## src/rtl/fxp_pkg.sv

```systemverilog
// fxp_pkg: shared Q8.8 constants and divider state encoding
package fxp_pkg;
    localparam int WIDTH = 16;
    localparam int FRAC = 8;
    localparam logic [WIDTH-1:0] Q_MAX = 16'h7FFF;
    localparam logic [WIDTH-1:0] Q_MIN = 16'h8000;
    typedef enum logic [1:0] {IDLE, CALC, FIX, DONE} div_state_t;
endpackage

```

## src/rtl/fxp_div_step.sv

```systemverilog
// fxp_div_step: one combinational restoring-division step
module fxp_div_step #(
    parameter int RW = 18,
    parameter int DW = 17
) (
    input  logic [RW-1:0] rem_in,
    input  logic          num_bit,
    input  logic [DW-1:0] dvs,
    output logic [RW-1:0] rem_out,
    output logic          q_bit
);
    logic [RW-1:0] shifted;
    logic [RW-1:0] diff;
    assign shifted = {rem_in[RW-2:0], num_bit};
    assign diff = shifted - {{(RW-DW){1'b0}}, dvs};
    // a bit shifted out of the top means the trial value certainly exceeds the divisor
    assign q_bit = ~diff[RW-1] | rem_in[RW-1];
    assign rem_out = q_bit ? diff : shifted;
endmodule

```

## src/rtl/fxp_div.sv

```systemverilog
// fxp_div: sequential signed Q-format divider with truncation toward zero and saturation
module fxp_div
    import fxp_pkg::*;
#(
    parameter int WIDTH = fxp_pkg::WIDTH,
    parameter int FRAC = fxp_pkg::FRAC
) (
    input  logic             clk,
    input  logic             rst,
    input  logic             in_valid,
    output logic             in_ready,
    input  logic [WIDTH-1:0] dividend,
    input  logic [WIDTH-1:0] divisor,
    output logic             out_valid,
    input  logic             out_ready,
    output logic [WIDTH-1:0] quotient,
    output logic             ovf,
    output logic             dbz
);
    localparam int N = WIDTH + FRAC;
    localparam int RW = WIDTH + 2;
    localparam int DW = WIDTH + 1;
    localparam int CW = $clog2(N + 1);
    localparam logic [WIDTH-1:0] SAT_MAX = {1'b0, {(WIDTH-1){1'b1}}};
    localparam logic [WIDTH-1:0] SAT_MIN = {1'b1, {(WIDTH-1){1'b0}}};

    div_state_t state, next;
    logic [CW-1:0] cnt;
    logic [N-1:0] num;
    logic [DW-1:0] dvs;
    logic [RW-1:0] rem, rem_nxt;
    logic q_bit, neg, a_neg, dbz_f, fix_ovf;
    logic [WIDTH-1:0] abs_a, abs_b, fix_q;

    assign in_ready = state == IDLE;
    assign out_valid = state == DONE;
    assign abs_a = dividend[WIDTH-1] ? -dividend : dividend;
    assign abs_b = divisor[WIDTH-1] ? -divisor : divisor;

    fxp_div_step #(.RW(RW), .DW(DW)) u_step (
        .rem_in(rem),
        .num_bit(num[N-1]),
        .dvs(dvs),
        .rem_out(rem_nxt),
        .q_bit(q_bit)
    );

    // the negative side of the range holds one more magnitude than the positive side
    assign fix_ovf = !dbz_f && (neg ? num > {{FRAC{1'b0}}, SAT_MIN} : num > {{FRAC{1'b0}}, SAT_MAX});
    assign fix_q = dbz_f ? (a_neg ? SAT_MIN : SAT_MAX)
                 : fix_ovf ? (neg ? SAT_MIN : SAT_MAX)
                 : neg ? -num[WIDTH-1:0] : num[WIDTH-1:0];

    always_ff @(posedge clk) begin
        if (rst) state <= IDLE;
        else state <= next;
    end

    always_comb begin
        next = state;
        unique case (state)
            IDLE: if (in_valid) next = CALC;
            CALC: if (cnt == CW'(N - 1)) next = FIX;
            FIX: next = DONE;
            DONE: if (out_ready) next = IDLE;
        endcase
    end

    always_ff @(posedge clk) begin
        if (rst) begin
            cnt <= '0;
            num <= '0;
            dvs <= '0;
            rem <= '0;
            neg <= 1'b0;
            a_neg <= 1'b0;
            dbz_f <= 1'b0;
            quotient <= '0;
            ovf <= 1'b0;
            dbz <= 1'b0;
        end else begin
            unique case (state)
                IDLE: if (in_valid) begin
                    num <= {abs_a, {FRAC{1'b0}}};
                    dvs <= {1'b0, abs_b};
                    neg <= dividend[WIDTH-1] ^ divisor[WIDTH-1];
                    a_neg <= dividend[WIDTH-1];
                    dbz_f <= divisor == '0;
                    rem <= '0;
                    cnt <= '0;
                end
                // the numerator register doubles as the quotient shift register
                CALC: begin
                    rem <= rem_nxt;
                    num <= {num[N-2:0], q_bit};
                    cnt <= cnt + 1'b1;
                end
                FIX: begin
                    quotient <= fix_q;
                    ovf <= fix_ovf;
                    dbz <= dbz_f;
                end
                DONE: ;
            endcase
        end
    end
endmodule

```

## config.mk

```make
export PLATFORM = sky130hd
export DESIGN_NAME = fxp_div
export DESIGN_NICKNAME = d
export VERILOG_FILES = /design/src/rtl/fxp_pkg.sv /design/src/rtl/fxp_div_step.sv /design/src/rtl/fxp_div.sv
export SDC_FILE = /design/constraint.sdc
export NUM_CORES = 1
export LEC_CHECK = 0
export CAP_MARGIN = 30
export CORE_MARGIN = 3
export CORE_UTILIZATION = 40
export DETAILED_ROUTE_END_ITERATION = 8
export SLEW_MARGIN = 25
export SYNTH_ARGS = -nofsm -noshare
export SYNTH_HDL_FRONTEND = slang
export SYNTH_SLANG_ARGS = --single-unit
```

## constraint.sdc

```tcl
create_clock -name clk -period 3.3 [get_ports clk]
set_input_delay 0.66 -clock clk [delete_from_list [all_inputs] [get_ports clk]]
set_output_delay 0.66 -clock clk [all_outputs]
set_load 0.01 [all_outputs]
```

==> flow_summary.yaml, run 1 <==
outcome:
  status: "finished, final reports clean"
drt:
  wl_per_cell_um: 13.8
  drt_iter0_markers: 208
  drtAntennaViolNets: 0
  vias: 4515
  finalWirelength_um: 11800
  drc_errors: 0
  drtPass1Iterations: 4
  viasPerCell: 5.29
place:
  place_ws_ns: 0.361
  gp_congestion: 0.807
  hpwl_um: 8820
  port_buffers: 55
worst_setup_path:
  critPathSlowestCell: "fa_1"
  critPathRequiredTime_ns: 3.54
  path_max_fanout: 3
  critPathTopFamily: "compound AO/OA/AOI/OAI gates"
  cp-start-kind: "flip-flop"
  critPathCaptureType: "flip-flop"
  crit_buf_inv: 2
  crit_type: "flip-flop to flip-flop"
  max_stage_delay_ns: 0.42
  worstPathArrival_ns: 3.06
  worst_path_most_repeated_cell: "o21ai_0"
  path_cells: "inv_1 > ha_1 > inv_1 > fa_1 > a211oi_1 > o21ai_0 > o21ai_0 > o21ai_0 > a21o_1 > a21oi_1 > xnor2_1 > a31o_2"
logic_synthesis:
  synth_area_per_cell_sq_um: 8.07
  ys_types: 52
  ys_seq_elements: 86
  synth_top_area_cell: "dfxtp_1"
  yosysWarnings: 0
  synth-edff-count: 0
  yosysTopAreaCellShare_pct: 33.6
  synthesis.nets: 697
  synth_area_sq_mm: 0.00513
  synth_async_sr_flop_share_pct: 0
  netlist_instances: 636
  synth_top_cells_by_area: "dfxtp_1 (34%), nand2_1 (7.2%), xor2_1 (7.0%), ha_1 (5.9%), o21ai_0 (4.6%)"
  synthFlopType: "dfxtp_1"
  ys_seq_area_share_pct: 33.6
cells_and_area:
  fin_nets: 742
  syn_to_final_growth_pct: 20.0
  diodes: 0
  drive_gt1_share_pct: 5.69
  fillCellCount: 1195
power:
  vdd_drop_max_uv: 548
  clockPowerShare_pct: 19.0
  switching_share_pct: 41.6
  p_seq_share_pct: 26.7
  comb_power_share_pct: 54.3
  p_int_mw: 3.35
  power_switching_mw: 2.39
  p_leak_nw: 2.35
  p_per_area_mw_per_mm2: 931
clock_tree:
  cts_tree: "built"
  post_cts_resized: 0
  postCtsHoldBufs: 0
  clk_pin_slew_worst_paths_ns: 0.06
  root_buffer: "clkbuf_16"
  ctsHtreeMaxLevel: 3
  cts_buffer_depth: 2
  cts_setup_buffers: 0
  cts_inserted_buffers: 9
  clk_latency_ns: 0.35
  clock-sinks: 86
floorplanning:
  initial_core_util_pct: 41.8
  core_sq_mm: 0.0123
  die_area_sq_mm: 0.0142
  die_x_um: 119
  io_pins: 56
  rows: 40
  die_h_um: 119
timing:
  skew_ns: 0.00622
  finalHoldViolCount: 0
  rsz0062_at_grt: "false"
  setup_violations: 0
  period_share_pct: 85.5
  period_needed_ns: 2.82
  max-slew-margin-rel_pct: 58.6
  slew_viol_final: 0
  max_freq_mhz: 354
  worst_slew_pin_slew_ns: 0.619
  finalSetupTns_ns: 0
  fin_ws_ns: 0.479
hold_path:
  hp-class: "flip-flop to flip-flop"
global_route:
  first_global_vias: 4218
  grt_max_degree: 40
  antenna_found_initial: 0
  grt_first_pass_wirelength_um: 20100
  grt.total_usage_pct: 17.1
  grt_overflow: 0
job:
  maxCapViolCount: 0
[synth_stat cells, types with 3 or more instances]
cell type  instances
a311oi_1           3
nand3b_1           4
nand2b_1           7
nor3_1             8
a22oi_1            9
o31ai_1           11
a21oi_1           37
o211ai_1           7
or3_1              3
ha_1              24
clkbuf_1          27
o21ai_0           47
xnor2_1           14
nand4_1            4
nor2b_1            5
mux2i_1           21
a21o_1             7
xor2_1            41
a211oi_1          20
inv_1             28
nor4_1             5
a31o_2             3
dfxtp_1           86
a22o_1            15
nand3_1            4
o41ai_1            6
nor2_1            51
o21a_1             6
or4_1              5
nand2_1           98
[stage by stage]
stage                     hold slack (ns)  util (%)  std cells  power [mW]  area, sq um
after floorplan                     0.433         -        636        3.85         5130
after global placement              0.442      47.7        838        4.62         5840
after detailed placement            0.460      47.7        838        4.68         5840
after CTS                           0.471      50.2        853        5.79         6160
after global routing                0.477      50.2        853        6.25         6160
final                               0.470      50.2        853        5.73         6160
[layer usage]
layer | up-vias | share of wire, % | global-route usage, %
met4 | 0 | 1.6 | 5.79
met1 | 2082 | 51 | 23.0
met3 | 12 | 3.3 | 3.66
met5 | - | 0 | 0
li1 | 2347 | - | -
met2 | 74 | 45 | 27.3
[cells in the final DEF, fill, tap and decap left out, types with 11 or more instances in the layout]
| cell | instances |
|---|---|
| nand2_1 | 98 |
| o21ai_0 | 46 |
| ha_1 | 24 |
| nor2_1 | 51 |
| buf_4 | 11 |
| inv_1 | 28 |
| a211oi_1 | 20 |
| mux2i_1 | 20 |
| o31ai_1 | 11 |
| xor2_1 | 41 |
| a22o_1 | 15 |
| a21oi_1 | 37 |
| xnor2_1 | 14 |
| dfxtp_1 | 86 |
| clkdlybuf4s50_1 | 54 |
[layout make-up]
| class | instances | area (sq um) | share of cell area, % |
|---|---|---|---|
| sequential | 86 | 1720 | 28.0 |
| timing repair buffer | 66 | 628 | 10.2 |
| inverter | 29 | 109 | 1.77 |
| clock inverter | 5 | 85.1 | 1.38 |
| tap | 168 | 210 | 3.41 |
| clock buffer | 10 | 229 | 3.72 |
| multi-input combinational | 489 | 3170 | 51.6 |
[worst register-to-register path: cells and delay by family (launching register included)]
kind / cells / cell delay (ns)
adders and majority gates: 2 / 0.61
xor gates and xnor gates: 1 / 0.08
DFF: 1 / 0.31
buffers and inverters: 2 / 0.15
AOI/OAI and AO/OA: 7 / 1.57
[state kept, by name (all words and copies together) (netlist names)]
register,cells
state,2
num,24
quotient,16
dbz,1
a_neg,1
dbz_f,1
cnt,5
dvs,16
rem,18
ovf,1
neg,1
[kinds of logic (layout without fill, tap and decap cells)]
logic type	after synthesis	after routing	share of synthesized area, %
AOI/OAI and AO/OA	183	183	23.9
xor gates and xnor gates	55	55	9.39
adders and majority gates	25	25	6.24
buffers and inverters	61	110	4.66
DFF	86	86	33.6
muxes	22	22	4.32
and+or+nand+nor	204	204	17.9
[path summary, 6_finish.rpt]
path	to	cells past startpoint	startpoint	slack [ns]
setup reg to reg	rem[14]	12	num[23]	0.48
hold / removal	dvs[0]	2	dvs[0]	0.47
hold reg to reg	dvs[0]	2	dvs[0]	0.47
setup / recovery	rem[14]	12	num[23]	0.48
[power by group through the flow]
stage | combinational, mW | clock, mW | sequential [mW]
floorplan | 2.33 | 0 | 1.52
global placement | 3.08 | 0 | 1.54
detailed placement | 3.12 | 0 | 1.55
CTS | 3.14 | 1.12 | 1.53
global route | 3.50 | 1.17 | 1.57
finish | 3.11 | 1.09 | 1.53
Note: power is estimated with default switching activity, not from simulation.
==> inputs of run 2 (changes only) <==
- SETUP_SLACK_MARGIN: unset -> 0.05
- clock period: 3.3 -> 3 ns (I/O delays scaled with it)
==> run 2 against run 1 <==
  * Wire length increased by 2.2%
  * Critical path type unchanged
  * Clock skew decreased by 0.0013 ns
  * Sequential cell count unchanged
  * Highest routed layer unchanged
  * Largest cell class unchanged
  * Critical endpoint unchanged
  * Cell area increased by 1.2%
==> flow_summary.yaml, run 2 (synthesized netlist as in run 1, its figures left out) <==
global_route:
  grt_max_degree: 31
  grtUsageMet1_pct: 24.6
  grt_first_pass_wirelength_um: 21100
  grt_overflow: 0
  met2_usage_pct: 28.4
  grt.met3_usage_pct: 2.47
  grt.total_usage_pct: 17.7
  antenna_found_initial: 0
  grt-busiest-layer: "met2"
  first_global_vias: 4442
drt:
  drt_iter0_markers: 147
  drtAntennaViolNets: 0
  finalWirelength_um: 12000
  viasPerCell: 5.26
  wl_per_cell_um: 13.9
  vias: 4542
  drc_errors: 0
  drtPass1Iterations: 5
worst_setup_path:
  max_stage_delay_ns: 0.42
  ff2ff_path_depth: 12
  cp.depth: 12
  endpoint: "rem[14]"
  worstPathArrival_ns: 2.99
  r2r_end: "rem[14]"
  path_max_fanout: 3
  crit_start: "num[23]"
  cp-start-kind: "flip-flop"
  regToRegSetupSlack_ns: 0.24
  critPathCaptureType: "flip-flop"
  path_cells: "inv_1 > ha_1 > inv_1 > fa_1 > a211oi_1 > o21ai_0 > o21ai_0 > o21ai_0 > a21o_1 > a21oi_1 > xnor2_1 > a31o_2"
  crit_type: "flip-flop to flip-flop"
  reg2reg_from: "num[23]"
  worst_path_most_repeated_cell: "o21ai_0"
  critPathRequiredTime_ns: 3.23
  critPathSlowestCell: "fa_1"
  crit_buf_inv: 2
  critPathTopFamily: "compound AO/OA/AOI/OAI gates"
cells_and_area:
  seq_area_sq_mm: 0.00172
  reg.largest.list: "num x24, rem x18"
  diodes: 0
  largest_register_ffs: 24
  finalInstanceArea_sq_mm: 0.00623
  multi_input_area_sq_mm: 0.00317
  layout_common_cells: "nand2_1 (98), dfxtp_1 (86), clkdlybuf4s50_1 (54)"
  fin_nets: 752
  syn_to_final_growth_pct: 21.4
  fin_util_pct: 50.8
  layout_commonest_cell: "nand2_1"
  fillCellCount: 1219
  drive_gt1_share_pct: 7.18
  regMostFlops: "num"
hold_path:
  hp-class: "flip-flop to flip-flop"
place:
  place_ws_ns: 0.139
  hpwl_um: 9020
  gp_congestion: 0.828
  placed_area_sq_mm: 0.00593
  port_buffers: 55
floorplanning:
  io_pins: 56
  die_x_um: 119
  die_area_sq_mm: 0.0142
  initial_core_util_pct: 41.8
  rows: 40
  die_h_um: 119
  core_sq_mm: 0.0123
timing:
  max_freq_mhz: 363
  slew_viol_final: 0
  setup_violations: 0
  rsz0062_at_grt: "false"
  max-slew-margin-rel_pct: 59.3
  period_share_pct: 91.9
  finalHoldViolCount: 0
  worst_slew_pin_slew_ns: 0.609
  period_needed_ns: 2.76
  finalSetupTns_ns: 0
  fin_ws_ns: 0.242
  skew_ns: 0.00494
clock_tree:
  cts_buffer_depth: 2
  post_cts_resized: 0
  root_buffer: "clkbuf_16"
  cts_tree: "built"
  cts_setup_buffers: 0
  ctsHtreeMaxLevel: 3
  clock-sinks: 86
  clk_pin_slew_worst_paths_ns: 0.06
  clk_latency_ns: 0.34
  postCtsHoldBufs: 0
  cts_inserted_buffers: 9
power:
  vdd_drop_max_uv: 668
  total_power_mw: 6.41
  p_leak_nw: 2.40
  p_per_area_mw_per_mm2: 1030
job:
  maxCapViolCount: 0
outcome:
  status: "finished, final reports clean"
## run 2: worst min path at each step
stage / startpoint / end / slack, ns / cells past startpoint
after floorplan: a_neg / a_neg / 0.43 / 2
after global placement: a_neg / a_neg / 0.44 / 2
after detailed placement: a_neg / a_neg / 0.45 / 2
after CTS: a_neg / a_neg / 0.46 / 2
after global routing: quotient[11] / quotient[11] / 0.50 / 1
final: a_neg / a_neg / 0.46 / 2
## run 2: layout make-up
| cell class | count | share of cell area, % |
|---|---|---|
| multi-input combinational | 489 | 50.9 |
| sequential | 86 | 27.6 |
| timing repair buffer | 76 | 11.5 |
| clock buffer | 11 | 3.90 |
| tap | 168 | 3.37 |
| inverter | 29 | 1.75 |
| clock inverter | 5 | 0.924 |
## run 2: per-stage QoR
step                      hold WS (ns)  instances
final                            0.464        864
after global routing             0.495        864
after CTS                        0.460        864
after detailed placement         0.450        848
after global placement           0.444        848
after floorplan                  0.433        636
## run 2: metal layers
metal,vias up,part of all wire [%]
met3,10,3.1
met2,69,45
met4,0,0.98
met1,2097,51
li1,2366,-
met5,-,0
## run 2: where the power goes
| part | switching (mW) | internal (mW) |
|---|---|---|
| Clock | 0.461 | 0.670 |
| Sequential | 0.229 | 1.44 |
| Combinational | 1.96 | 1.65 |
## run 2: worst reg2reg max path: cells and delay by family, from the launching register on
| family | cells | cell delay [ns] |
|---|---|---|
| fa+ha+maj | 2 | 0.58 |
| buf+inv | 2 | 0.12 |
| xor+xnor | 1 | 0.08 |
| flops | 1 | 0.31 |
| compound gates | 7 | 1.55 |
==> inputs of run 3 (changes only) <==
- CORE_UTILIZATION: 40 -> 25
==> run 3 against run 2 <==
  * Critical path depth decreased by 3
  * Global-route usage fell by 6.7 points
  * Critical endpoint is now quotient[15]
  * Sequential cell count unchanged
  * Via count fell by 1.9%
  * Sequential power hardly changed
  * Clock power up 19%
  * Clock skew increased by 0.0013 ns
  * Sequential share of layout area decreased by 0.78 points
  * Register-to-register slack improved by 0.03 ns
  * Largest cell class unchanged
  * Clock-buffer cell count is the same
==> flow_summary.yaml, run 3 (synthesized netlist as in run 1, its figures left out) <==
clock_tree:
  clk_latency_ns: 0.34
  cts_buffer_depth: 2
  postCtsHoldBufs: 0
  clock-sinks: 86
  cts_tree: "built"
  post_cts_resized: 0
  root_buffer: "clkbuf_16"
  ctsHtreeMaxLevel: 3
  clk_pin_slew_worst_paths_ns: 0.06
  cts_setup_buffers: 0
  cts_inserted_buffers: 9
timing:
  fin_ws_ns: 0.268
  finalHoldViolCount: 0
  setup_violations: 0
  max_freq_mhz: 366
  rsz0062_at_grt: "false"
  slew_viol_final: 0
  worst_slew_pin_slew_ns: 0.593
  finalSetupTns_ns: 0
  max-slew-margin-rel_pct: 60.3
  period_needed_ns: 2.73
  period_share_pct: 91.1
  skew_ns: 0.00621
cells_and_area:
  diodes: 0
  layout_common_cells: "nand2_1 (98), dfxtp_1 (86), clkdlybuf4s50_1 (54)"
  syn_to_final_growth_pct: 25.0
  largest_register_ffs: 24
  fillCellCount: 2093
  drive_gt1_share_pct: 7.04
  layout_commonest_cell: "nand2_1"
  regMostFlops: "num"
  reg.largest.list: "num x24, rem x18"
  fin_nets: 753
drt:
  drc_errors: 0
  viasPerCell: 4.64
  drtPass1Iterations: 4
  wl_per_cell_um: 12.5
  drt_iter0_markers: 156
  vias: 4455
  finalWirelength_um: 12100
  drtAntennaViolNets: 0
place:
  gp_congestion: 0.840
  port_buffers: 55
  place_ws_ns: 0.185
  hpwl_um: 8960
global_route:
  first_global_vias: 4216
  antenna_found_initial: 0
  grt_max_degree: 35
  grt.total_usage_pct: 10.9
  grt_first_pass_wirelength_um: 20200
  grt_overflow: 0
worst_setup_path:
  max_stage_delay_ns: 0.58
  worstPathArrival_ns: 3.00
  critPathRequiredTime_ns: 3.27
  critPathSlowestCell: "or4_4"
  path_max_fanout: 17
  critPathCaptureType: "flip-flop"
  path_cells: "or4_4 > or4_4 > o41ai_2 > nand3_2 > nor2_4 > buf_4 > nor2_1 > nand3b_1 > a21oi_1"
  cp-start-kind: "flip-flop"
  worst_path_most_repeated_cell: "or4_4"
  crit_type: "flip-flop to flip-flop"
floorplanning:
  rows: 51
  io_pins: 56
  die_area_sq_mm: 0.0223
  initial_core_util_pct: 25.9
  die_h_um: 149
  die_x_um: 149
  core_sq_mm: 0.0198
power:
  vdd_drop_max_uv: 479
  p_leak_nw: 2.42
  p_per_area_mw_per_mm2: 1030
outcome:
  status: "finished, final reports clean"
job:
  maxCapViolCount: 0
hold_path:
  hp-class: "flip-flop to flip-flop"
-- run 3: cell types whose count changed in the layout (fill, tap and decap cells not counted), sizes merged --
cell,previous run,this run
buf,22,23
bufinv,1,4
clkinv,3,0
inv,30,29
-- run 3: power by group --
group	switching (mW)	internal, mW
clock network	0.450	0.894
registers	0.228	1.44
logic	1.95	1.64
-- run 3: worst paths after layout --
check | startpoint | to | slack [ns] | depth (start not counted)
setup / recovery | num[6] | quotient[15] | 0.27 | 9
hold / removal | a_neg | a_neg | 0.46 | 2
setup reg to reg | num[6] | quotient[15] | 0.27 | 9
hold reg to reg | a_neg | a_neg | 0.46 | 2
-- run 3: final cells by class --
class / count / area (sq um) / share of cell area, %
Clock inverter: 4 / 120 / 1.87
Multi-Input combinational cell: 489 / 3170 / 49.5
Timing Repair Buffer: 77 / 723 / 11.3
Clock buffer: 11 / 233 / 3.63
Tap cell: 265 / 332 / 5.17
Sequential cell: 86 / 1720 / 26.8
Inverter: 29 / 109 / 1.70
-- run 3: worst max-delay path, delay by kind of cell, from the launching register on --
family,cells,cell delay (ns)
buf+inv,1,0.23
simple gates,6,1.56
compound gates,2,0.50
flops,1,0.38
-- run 3: through the flow --
stage / instance area [sq um] / instances / total power, mW / hold WS (ns) / util [%]
after floorplan: 5130 / 636 / 4.24 / 0.433 / -
after global placement: 6060 / 946 / 5.28 / 0.444 / 30.6
after detailed placement: 6060 / 946 / 5.30 / 0.454 / 30.6
after CTS: 6410 / 961 / 6.68 / 0.464 / 32.4
after global routing: 6410 / 961 / 7.16 / 0.476 / 32.4
final: 6410 / 961 / 6.60 / 0.461 / 32.4
-- run 3: layer usage --
metal | vias to the layer above | track usage (%) | routed length [um]
met1 | 2021 | 14.8 | 6230
li1 | 2367 | - | -
met4 | 0 | 3.98 | 212
met5 | - | 0 | 0
met3 | 11 | 2.25 | 309
met2 | 56 | 17.2 | 5310
